$ cat src/rtl/phased_pulse_generator.sv
// Multi-channel phased pulse generator: one shared bipolar burst per frame, delayed per
// channel, with dead-time inserted at polarity changes. All outputs come from registers.
module phased_pulse_generator #(
  parameter int N_CH  = 4,
  parameter int PAT_W = 32,
  parameter int CNT_W = 32,
  parameter int DLY_W = 16,
  parameter int DEAD  = 2,
  localparam int PL_W  = $clog2(PAT_W) + 1,
  localparam int IDX_W = $clog2(PAT_W)
) (
  input  logic                    clk,
  input  logic                    rst,
  input  logic                    enable,
  input  logic [PAT_W-1:0]        pattern,
  input  logic [PL_W-1:0]         pulse_len,
  input  logic [15:0]             half_period,
  input  logic [CNT_W-1:0]        tx_period,
  input  logic [N_CH*DLY_W-1:0]   ch_delay,
  input  logic [N_CH-1:0]         ch_mask,
  output logic [N_CH-1:0]         tx_p,
  output logic [N_CH-1:0]         tx_n,
  output logic                    frame_start,
  output logic                    busy
);

  typedef enum logic {IDLE, RUN} state_t;

  localparam logic [15:0] DEAD_C = 16'(DEAD);

  state_t                  state, state_nxt;
  logic [CNT_W-1:0]        cnt, cnt_nxt;
  logic                    new_frame;

  logic [PAT_W-1:0]        sh_pat;
  logic [IDX_W-1:0]        sh_pl, pl_clamped;
  logic [15:0]             sh_hp;
  logic [CNT_W-1:0]        sh_tp;
  logic [N_CH*DLY_W-1:0]   sh_dly;
  logic [N_CH-1:0]         sh_mask;

  // Per-channel burst engine: active flag, cycle within bit, bit index, bit value,
  // and whether the current bit changed polarity (so its first cycles are dead-time).
  logic [N_CH-1:0]         act, act_n;
  logic [15:0]             hcnt   [N_CH];
  logic [15:0]             hcnt_n [N_CH];
  logic [IDX_W-1:0]        bidx   [N_CH];
  logic [IDX_W-1:0]        bidx_n [N_CH];
  logic [N_CH-1:0]         bitv, bitv_n;
  logic [N_CH-1:0]         dbit, dbit_n;
  logic [N_CH-1:0]         txp_n, txn_n;

  assign pl_clamped = (pulse_len > PL_W'(PAT_W - 1)) ? IDX_W'(PAT_W - 1)
                                                      : pulse_len[IDX_W-1:0];

  always_comb begin
    state_nxt = state;
    cnt_nxt   = cnt;
    new_frame = 1'b0;
    case (state)
      IDLE: begin
        if (enable) begin
          state_nxt = RUN;
          cnt_nxt   = '0;
          new_frame = 1'b1;
        end
      end
      RUN: begin
        if (cnt == sh_tp) begin
          cnt_nxt = '0;
          if (enable) new_frame = 1'b1;
          else        state_nxt = IDLE;
        end else begin
          cnt_nxt = cnt + 1'b1;
        end
      end
      default: state_nxt = IDLE;
    endcase
  end

  // Frame cycle 0 never carries a burst cycle, so channels are cleared there and the
  // freshly latched shadow values are only consulted from cycle 1 onward.
  always_comb begin
    act_n  = '0;
    bitv_n = bitv;
    dbit_n = dbit;
    txp_n  = '0;
    txn_n  = '0;
    for (int i = 0; i < N_CH; i++) begin
      hcnt_n[i] = hcnt[i];
      bidx_n[i] = bidx[i];
      if (state_nxt == RUN && !new_frame) begin
        if (sh_mask[i] && ({1'b0, cnt_nxt} ==
            (CNT_W+1)'(sh_dly[i*DLY_W +: DLY_W]) + (CNT_W+1)'(1))) begin
          act_n[i]  = 1'b1;
          hcnt_n[i] = '0;
          bidx_n[i] = sh_pl;
          bitv_n[i] = sh_pat[sh_pl];
          dbit_n[i] = 1'b0;
        end else if (act[i]) begin
          if (hcnt[i] == sh_hp) begin
            if (bidx[i] != '0) begin
              act_n[i]  = 1'b1;
              hcnt_n[i] = '0;
              bidx_n[i] = bidx[i] - 1'b1;
              bitv_n[i] = sh_pat[bidx[i] - 1'b1];
              dbit_n[i] = sh_pat[bidx[i] - 1'b1] != bitv[i];
            end
          end else begin
            act_n[i]  = 1'b1;
            hcnt_n[i] = hcnt[i] + 1'b1;
          end
        end
      end
      if (act_n[i] && !(dbit_n[i] && hcnt_n[i] < DEAD_C)) begin
        txp_n[i] = bitv_n[i];
        txn_n[i] = ~bitv_n[i];
      end
    end
  end

  always_ff @(posedge clk or posedge rst) begin
    if (rst) begin
      state       <= IDLE;
      cnt         <= '0;
      sh_pat      <= '0;
      sh_pl       <= '0;
      sh_hp       <= '0;
      sh_tp       <= '0;
      sh_dly      <= '0;
      sh_mask     <= '0;
      act         <= '0;
      bitv        <= '0;
      dbit        <= '0;
      tx_p        <= '0;
      tx_n        <= '0;
      frame_start <= 1'b0;
      busy        <= 1'b0;
      for (int i = 0; i < N_CH; i++) begin
        hcnt[i] <= '0;
        bidx[i] <= '0;
      end
    end else begin
      state       <= state_nxt;
      cnt         <= cnt_nxt;
      act         <= act_n;
      bitv        <= bitv_n;
      dbit        <= dbit_n;
      tx_p        <= txp_n;
      tx_n        <= txn_n;
      frame_start <= new_frame;
      busy        <= |act_n;
      for (int i = 0; i < N_CH; i++) begin
        hcnt[i] <= hcnt_n[i];
        bidx[i] <= bidx_n[i];
      end
      if (new_frame) begin
        sh_pat  <= pattern;
        sh_pl   <= pl_clamped;
        sh_hp   <= half_period;
        sh_tp   <= tx_period;
        sh_dly  <= ch_delay;
        sh_mask <= ch_mask;
      end
    end
  end

endmodule

$ cat config.mk
export PLATFORM = sky130hd
export DESIGN_NAME = phased_pulse_generator
export DESIGN_NICKNAME = d
export VERILOG_FILES = /design/src/rtl/phased_pulse_generator.sv
export SDC_FILE = /design/constraint.sdc
export NUM_CORES = 1
export LEC_CHECK = 0
export ABC_AREA = 1
export CAP_MARGIN = 20
export CORE_MARGIN = 2
export CORE_UTILIZATION = 58
export CTS_BUF_LIST = sky130_fd_sc_hd__clkbuf_8
export DETAILED_ROUTE_END_ITERATION = 7
export DONT_BUFFER_PORTS = 1
export HOLD_SLACK_MARGIN = 0.1
export PLACE_DENSITY = 0.75
export SLEW_MARGIN = 10
export SYNTH_ARGS = -nofsm -noshare
export SYNTH_HDL_FRONTEND = slang
export SYNTH_SLANG_ARGS = --single-unit
$ cat constraint.sdc
create_clock -name clk -period 12.2 [get_ports clk]
set_clock_uncertainty 0.2 [all_clocks]
set_input_delay 2.44 -clock clk [delete_from_list [all_inputs] [get_ports clk]]
set_output_delay 2.44 -clock clk [all_outputs]
set_load 0.01 [all_outputs]
==> out/metrics.yaml, run 1 <==
core_sq_mm: 0.0353
max_freq_ghz: 0.179
clkLatencyLatePin_ps: 640
ys_warn_count: 0
overflow: 0
avgSynthCellArea_sq_um: 6.69
fin_crit_sh_pct: 45.7
start_util_pct: 58.3
grt_util_all_layers_pct: 34.6
fill_cells: 3316
ff_latch_area_sq_mm: 0.00731
synth-seq-cells: 292
crit_family: "simple AND/OR/NAND/NOR gates"
cp_slowest_cell: "buf_4"
slowest_delay_ps: 750
io_pins: 167
endpoint_kind: "flip-flop"
worst_ep_required_time_ps: 12530
setup-tns-final_ps: 0
async_reset_ff_share_pct: 100
peakVddDrop_v: 0.0000999
slew_violations: 0
slew_headroom_pct: 36.0
post_cts_resized: 0
synth-edff-count: 0
grt_first_pass_wirelength_um: 99900
insertedDiodeCount: 0
drc: 0
die_w_um: 192
cap_viol_max_count: 0
dp_hpwl_um: 46700
synth.distinct_cells: 58
antenna_found_initial: 0
layout.cells.non_filler: 3533
wl_um: 63200
grt_pass1_vias: 18700
clock-sinks: 292
worstMarginPinSlew_ps: 960
viasPerCell: 5.74
startpoint_type: "flip-flop"
rsz0062_at_grt: "no"
finalSetupViolCount: 0
first_pass_iters: 5
timing.final.ws_setup_ps: 6620
grt_max_degree: 118
rrSetupSlack_ps: 6620
cts_tree: "built"
outcome: "finished, final reports clean"
htreeDepth: 2
rows: 69
area_growth_pct: 6.10
io_buffers: 0
timing.hold.ws_ps: 298
min_period_ps: 5580
worstPathArrival_ps: 5910
hold_path_class: "reg2reg"
ctsHoldBuffers: 0
wl_per_cell_um: 17.9
crit_top_cell: "nand2_1"
cts_setup_buffers: 0
ys.flop_type: "dfrtp_1"
total_power_mw: 2.66
die_y_um: 192
syn_nets: 3251
num_vias: 20300
dieArea_sq_mm: 0.0370
path_clk_slew_ps: 60
fin_nets: 3205
placed_cell_area_sq_mm: 0.0208
dpl.cell_count: 3442
cts_buffer_depth: 3
netlist_instances: 3081
crit_chain: "xnor2_1 > nand2_1 > nor2_1 > nand2_1 > nor2_2 > nand2_4 > nand2_2 > buf_4 > inv_2 > buf_4 > nand2_1 > nand4_1 > nor2_4 > nand2_1 > nor2_2 > nand3_2 > nand2_1 > o21ai_0 > nor2_1 > nand2_1 > nor2_1 > nand2_1 > nand2_1 > nor2_1"
hold_viol: 0
ant_nets: 0
dp_slack_ps: 6550
design_area_sq_mm: 0.0219
utilization_pct: 61.9
cts_root_buffer: "clkbuf_8"
p_leak_nw: 10.9
yosysSeqAreaShare_pct: 35.5
syn_area_sq_mm: 0.0206
cts_inserted_buffers: 51
crit_type: "reg2reg"
multi_input_area_sq_mm: 0.0116
critPathBufInv: 3
drive_gt1_share_pct: 7.16
p_per_area_mw_per_mm2: 122
gp_congestion: 0.992
drt-initial-drc-count: 1883
critPathMaxFanout: 89
[cells by family (layout without fill, tap and decap cells)]
family / count (synthesis) / after routing / share of synthesized area (%)
and+or+nand+nor: 1790 / 1790 / 37.8
AOI/OAI and AO/OA: 421 / 421 / 11.4
buffers and inverters: 414 / 405 / 8.05
DFF: 292 / 292 / 35.5
xor gates and xnor gates: 151 / 151 / 6.49
adders and majority gates: 13 / 13 / 0.790
[layout make-up]
| type | count | area share, % |
|---|---|---|
| Inverter | 304 | 5.26 |
| Timing Repair Buffer | 11 | 0.435 |
| Clock inverter | 22 | 0.676 |
| Multi-Input combinational cell | 2375 | 53.3 |
| Sequential cell | 292 | 33.4 |
| Tap cell | 461 | 2.64 |
| Clock buffer | 68 | 4.28 |
[cell usage after synthesis, drive strengths merged, types with 2 or more instances]
library cell | instances | area share (%)
dfrtp | 292 | 35
nand2 | 1138 | 22
and3 | 7 | 0.21
nand4 | 40 | 1.2
buf | 31 | 1.1
xnor2 | 73 | 3.1
o22ai | 12 | 0.36
a32oi | 4 | 0.17
nor3b | 2 | 0.073
o21ai | 244 | 6.0
a31oi | 8 | 0.24
nor3 | 35 | 0.90
or2 | 6 | 0.18
clkbuf | 79 | 1.4
nand3b | 27 | 1.0
a211oi | 24 | 0.87
o21a | 2 | 0.073
nand3 | 219 | 6.2
o221ai | 2 | 0.085
a22oi | 11 | 0.40
nor2 | 304 | 6.0
xor2 | 78 | 3.4
o211ai | 13 | 0.50
ha | 13 | 0.79
clkinv | 3 | 0.055
inv | 301 | 5.5
nor4 | 10 | 0.33
a21oi | 94 | 2.3
[where the power goes]
part	switching (mW)	internal, mW
Sequential	0.107	1.04
Clock	0.431	0.537
Combinational	0.332	0.211
[flip-flops by register name, summed over array words and instances, names as in the netlist]
register	cells
act	4
bidx	20
bitv	4
busy	1
cnt	32
dbit	4
frame_start	1
hcnt	64
sh_dly	64
sh_hp	16
sh_mask	4
sh_pat	32
sh_pl	5
sh_tp	32
state	1
tx_n	4
tx_p	4
[worst paths after layout]
kind,from,end,depth (start not counted)
max in group asynchronous,rst,sh_pat[15]$_DFFE_PP0P_,2
min,sh_tp[25]$_DFFE_PP0P_,sh_tp[25]$_DFFE_PP0P_,2
max,cnt[5]$_DFF_PP0_,tx_p[3]$_DFF_PP0_,24
min reg2reg,sh_tp[25]$_DFFE_PP0P_,sh_tp[25]$_DFFE_PP0P_,2
min in group asynchronous,rst,sh_tp[19]$_DFFE_PP0P_,1
max reg2reg,cnt[5]$_DFF_PP0_,tx_p[3]$_DFF_PP0_,24
[worst reg2reg max path, stage by stage, from the launching register on]
cell and delay (ps):
dfrtp_1 600, xnor2_1 170, nand2_1 60, nor2_1 110, nand2_1 110, nor2_2 160
nand2_4 330, nand2_2 160, buf_4 750, inv_2 50, buf_4 380, nand2_1 200
nand4_1 150, nor2_4 250, nand2_1 100, nor2_2 170, nand3_2 610, nand2_1 230
o21ai_0 130, nor2_1 160, nand2_1 80, nor2_1 120, nand2_1 70, nand2_1 70
nor2_1 50
[cell usage in the layout, fill, tap and decap left out, types with 4 or more instances in the layout]
cell type | synthesis | routed
nand2_1 | 1086 | 1086
inv_1 | 294 | 304
dfrtp_1 | 292 | 291
nor2_1 | 286 | 284
o21ai_0 | 232 | 232
nand3_1 | 193 | 193
a21oi_1 | 91 | 91
xor2_1 | 77 | 77
xnor2_1 | 72 | 72
clkbuf_8 | 0 | 68
nand2_2 | 43 | 43
nand4_1 | 39 | 39
nor3_1 | 33 | 33
nand3b_1 | 26 | 26
a211oi_1 | 24 | 24
nand3_2 | 19 | 19
ha_1 | 13 | 13
nor2_2 | 11 | 12
o22ai_1 | 12 | 12
o211ai_1 | 12 | 12
a22oi_1 | 11 | 11
buf_4 | 2 | 10
nand2_4 | 9 | 9
nor4_1 | 9 | 9
inv_2 | 7 | 8
a31oi_1 | 8 | 8
nor2_4 | 6 | 7
o21ai_1 | 7 | 7
nand3_4 | 7 | 7
and3_1 | 7 | 7
clkinv_2 | 0 | 7
or2_2 | 6 | 6
o21ai_2 | 5 | 5
a32oi_1 | 4 | 4
[metal layers]
metal	wire length [um]	vias up	GRT usage (%)	part of all wire, %
li1	-	9773	-	-
met1	28100	9466	48.7	44
met2	27300	869	53.0	43
met3	5650	164	6.76	8.9
met4	2210	0	12.4	3.5
met5	0	-	0	0
(Power assumes the default switching activity.)
==> inputs of run 2 (changes only) <==
Settings changed: PLACE_DENSITY 0.75 to 0.77.
Clock period 12.2 ns to 4.8 ns, I/O delays scaled along.
==> out/metrics.yaml, run 2 (synthesis results as in run 1) <==
outcome: "finished, final reports clean"
rows: 69
core_sq_mm: 0.0353
grt_max_degree: 241
clkLatencyLatePin_ps: 650
start_util_pct: 58.3
utilization_pct: 62.2
overflow: 0
drc: 0
gp_congestion: 1.03
peakVddDrop_v: 0.000212
ctsHoldBuffers: 0
die_w_um: 192
wl_per_cell_um: 17.8
p_per_area_mw_per_mm2: 304
antenna_found_initial: 0
clock-sinks: 292
htreeDepth: 2
fin_nets: 3217
cts_setup_buffers: 0
startpoint_type: "flip-flop"
r2r_cells: 24
slew_violations: 0
dp_slack_ps: 480
dp_hpwl_um: 46000
fin_crit_sh_pct: 92.7
hold_path_class: "in2async"
cts_buffer_depth: 3
worstMarginPinSlew_ps: 1030
p_leak_nw: 11.0
slew_headroom_pct: 31.4
insertedDiodeCount: 0
dieArea_sq_mm: 0.0370
drive_gt1_share_pct: 7.39
cts_tree: "built"
wl_um: 63000
grt_util_all_layers_pct: 34.7
min_period_ps: 4450
timing.hold.ws_ps: 171
num_vias: 20400
post_cts_resized: 0
drt-initial-drc-count: 2090
critPathMaxFanout: 31
first_pass_iters: 6
final_common_cell: "nand2_1"
crit_path_start: "cnt[3]$_DFF_PP0_"
rsz0062_at_grt: "no"
io_buffers: 0
timing.final.ws_setup_ps: 350
finalSetupViolCount: 0
grt_first_pass_wirelength_um: 101000
cap_viol_max_count: 0
final_cell_mix: "nand2_1 (1,086), inv_1 (309), dfrtp_1 (291)"
endpoint_kind: "flip-flop"
cts_inserted_buffers: 53
crit_type: "reg2reg"
reg.largest.list: "hcnt x64, sh_dly x64"
worstPathArrival_ps: 4790
regToRegStartpoint: "cnt[3]$_DFF_PP0_"
io_pins: 167
area_growth_pct: 6.54
hold_viol: 0
path_clk_slew_ps: 70
ant_nets: 0
max_freq_ghz: 0.225
grt_pass1_vias: 18900
cts_root_buffer: "clkbuf_8"
die_y_um: 192
viasPerCell: 5.74
worst_ep_required_time_ps: 5140
run 2: cell types whose count changed in the layout (fill, tap and decap cells not counted):
cell,change
buf_12,+4
buf_4,+6
bufinv_16,-1
clkbuf_8,-2
clkinvlp_4,+2
inv_1,+5
inv_8,-1
run 2: path summary, 6_finish.rpt:
check / endpoint / slack [ps]
max reg2reg: tx_p[3]$_DFF_PP0_ / 350
max: tx_p[3]$_DFF_PP0_ / 350
min reg2reg: bidx[6]$_DFFE_PP0P_ / 290
min in group clk: sh_pat[24]$_DFFE_PP0P_ / 220
min: sh_tp[16]$_DFFE_PP0P_ / 170
max in group asynchronous: sh_pat[27]$_DFFE_PP0P_ / 3180
run 2: metal layers:
layer	vias up	wire length (um)	track usage [%]
met2	914	27700	53.8
met3	157	5390	5.76
met5	-	0	0
li1	9792	-	-
met1	9489	28000	49.5
met4	0	1850	11.1
run 2: per-stage QoR:
stage,cell area [sq um],total power [mW],instances,TNS [ps]
floorplan,20600,3.96,3081,-68670
global placement,20900,4.25,3453,0
detailed placement,20900,4.30,3453,0
CTS,21900,6.69,3546,0
global route,21900,7.05,3546,0
finish,21900,6.68,3546,0
run 2: final cells by class:
class | count | area [sq um]
Clock inverter | 27 | 144
Clock buffer | 66 | 908
Inverter | 304 | 1140
Fill cell | 3298 | 13400
Multi-Input combinational cell | 2375 | 11600
Sequential cell | 292 | 7310
Tap cell | 461 | 577
Timing Repair Buffer | 21 | 220
run 2: critical path, stage by stage, from the launching register on:
cell and delay (ps):
dfrtp_1 430, inv_1 120, nand2_1 80, nand2_1 60
nand2_1 50, nor2_1 200, nand2_1 120, nor2_2 170
nand2_4 330, nand3_2 340, nand2_4 150, nand2_1 90
nand2_1 50, nor2_1 120, nand2_1 70, nor2_1 250
nand3_2 560, nand2_1 180, o21ai_0 130, nor2_1 220
nand2_1 70, nor2_1 130, nand2_1 60, nand2_1 80
nor2_1 50
run 2: where the power goes:
part | leakage, nW | switching [mW] | total (mW) | internal, mW
combinational | 6.86 | 0.829 | 1.37 | 0.539
sequential | 3.51 | 0.270 | 2.92 | 2.65
clock | 0.607 | 1.11 | 2.39 | 1.28
total | 11.0 | 2.21 | 6.68 | 4.47
==> inputs of run 3 (changes only) <==
Settings changed: CORE_MARGIN 2 to 5, CORE_UTILIZATION 58 to 40, PLACE_DENSITY 0.77 to 0.57.
==> out/metrics.yaml, run 3 (synthesis results as in run 1) <==
outcome: "finished, final reports clean"
wl_per_cell_um: 18.5
setup-tns-final_ps: 0
p_per_area_mw_per_mm2: 316
grt_first_pass_wirelength_um: 109000
design_area_sq_mm: 0.0224
num_vias: 20200
viasPerCell: 5.36
hold_path_class: "in2reg"
grt_pass1_vias: 19100
area_growth_pct: 8.67
p_leak_nw: 11.0
wl_um: 69500
crit_path_start: "cnt[2]$_DFF_PP0_"
die_y_um: 237
multi_input_area_sq_mm: 0.0116
cts_tree: "built"
final_cell_mix: "nand2_1 (1,086), inv_1 (302), dfrtp_1 (291)"
crit_type: "reg2reg"
slew_headroom_pct: 29.1
hold_start: "half_period[3]"
clkPwrFrac_pct: 39.1
cap_viol_max_count: 0
clock-sinks: 292
grt_util_all_layers_pct: 24.1
share_seq_of_total_power_pct: 41.4
netSwitchingFraction_pct: 32.0
ant_nets: 0
whs_endpoint: "sh_hp[3]$_DFFE_PP0P_"
slew_violations: 0
peakVddDrop_v: 0.000217
crit_chain: "xnor2_1 > nand2_1 > nor2_1 > nand2_1 > nor2_2 > nand2_4 > nand3b_1 > nand2_1 > nor2_1 > nand4_2 > nor2_2 > nand3_2 > nand2_2 > o21ai_2 > nor2_1 > nand2_1 > nor2_1 > nand2_1 > nand2_1 > nor2_1"
slowest_delay_ps: 540
reg.largest.list: "hcnt x64, sh_dly x64"
io_pins: 167
worst_ep_required_time_ps: 5150
core_sq_mm: 0.0512
overflow: 0
hold_viol: 0
cts_root_buffer: "clkbuf_8"
worstPathArrival_ps: 4620
rsz0062_at_grt: "no"
startpoint_type: "flip-flop"
placed_cell_area_sq_mm: 0.0211
path_clk_slew_ps: 60
grt_max_degree: 241
fin_crit_sh_pct: 88.9
rows: 83
ff_latch_area_sq_mm: 0.00731
dp_hpwl_um: 51100
post_cts_resized: 0
rrSetupSlack_ps: 530
io_buffers: 0
cts_setup_buffers: 0
timing.hold.ws_ps: 214
hold_depth: 2
crit_top_cell: "nand2_1"
first_pass_iters: 8
htreeDepth: 2
power_frac_comb_pct: 19.4
gp_congestion: 0.970
fill_cells: 5348
regToRegStartpoint: "cnt[2]$_DFF_PP0_"
intPower_mw: 4.81
max_freq_ghz: 0.234
die_w_um: 237
r2r_cells: 20
start_util_pct: 40.2
dieArea_sq_mm: 0.0561
r2r-end: "tx_n[3]$_DFF_PP0_"
clkLatencyLatePin_ps: 660
drive_gt1_share_pct: 7.56
drc: 0
fin_nets: 3215
antenna_found_initial: 1
endpoint_kind: "flip-flop"
cts_inserted_buffers: 54
switchingPower_mw: 2.26
min_period_ps: 4270
drt-initial-drc-count: 1987
finalSetupViolCount: 0
cts_buffer_depth: 3
worstMarginPinSlew_ps: 1060
cp_slowest_cell: "nand3_2"
critPathMaxFanout: 31
final_common_cell: "nand2_1"
## run 3: metrics by stage
step | worst slack [ps] | total power [mW] | util (%) | cells
2_1_floorplan | -235 | 3.96 | - | 3081
3_3_place_gp | 568 | 4.30 | 41.3 | 3668
3_5_place_dp | 544 | 4.33 | 41.3 | 3668
4_1_cts | 537 | 7.14 | 43.7 | 3764
5_1_grt | 133 | 7.46 | 43.7 | 3765
6_report | 532 | 7.07 | 43.7 | 3765
## run 3: critical path: cells and delay by family (launching register included)
kind / cells / cell delay [ps]
and+or+nand+nor: 18 / 3170
AOI/OAI and AO/OA: 1 / 90
xor gates and xnor gates: 1 / 160
DFF: 1 / 510
## run 3: power by group through the flow
stage | Clock [mW] | Sequential [mW] | Combinational (mW)
after detailed placement | 0 | 2.97 | 1.36
after global placement | 0 | 2.96 | 1.34
after global routing | 2.93 | 2.96 | 1.58
after floorplan | 0 | 2.84 | 1.12
final | 2.77 | 2.93 | 1.37
after CTS | 2.84 | 2.92 | 1.37
## run 3: worst max-delay path by stage
| stage | end | slack [ps] | cells after the start |
|---|---|---|---|
| 2_1_floorplan | act[0]$_DFF_PP0_ | -240 | 1 |
| 3_5_place_dp | tx_p[3]$_DFF_PP0_ | 540 | 20 |
| 4_1_cts | tx_p[3]$_DFF_PP0_ | 540 | 20 |
| 5_1_grt | tx_n[3]$_DFF_PP0_ | 130 | 23 |
| 6_report | tx_n[3]$_DFF_PP0_ | 530 | 20 |
| 3_3_place_gp | tx_n[0]$_DFF_PP0_ | 570 | 24 |
## run 3: final cells by class
type	instances	area share [%]
multi-input combinational	2375	52.0
sequential	292	32.6
inverter	304	5.11
clock buffer	73	4.49
tap	680	3.80
clock inverter	22	1.02
timing repair buffer	18	0.894
antenna	1	0.0112
## run 3: per-layer routing
metal | track usage (%) | part of all wire (%) | vias to the layer above
met2 | 37.2 | 44 | 728
met4 | 6.19 | 2.6 | 0
met1 | 35.3 | 47 | 9544
met5 | 0 | 0 | -
li1 | - | - | 9803
met3 | 3.91 | 6.8 | 124
## run 3: what timing repair did
| action | CTS | global route |
|---|---|---|
| hold buffers | 1 | 0 |
| setup endpoints to repair | 0 | 0 |
| hold endpoints to repair | 20 | 0 |
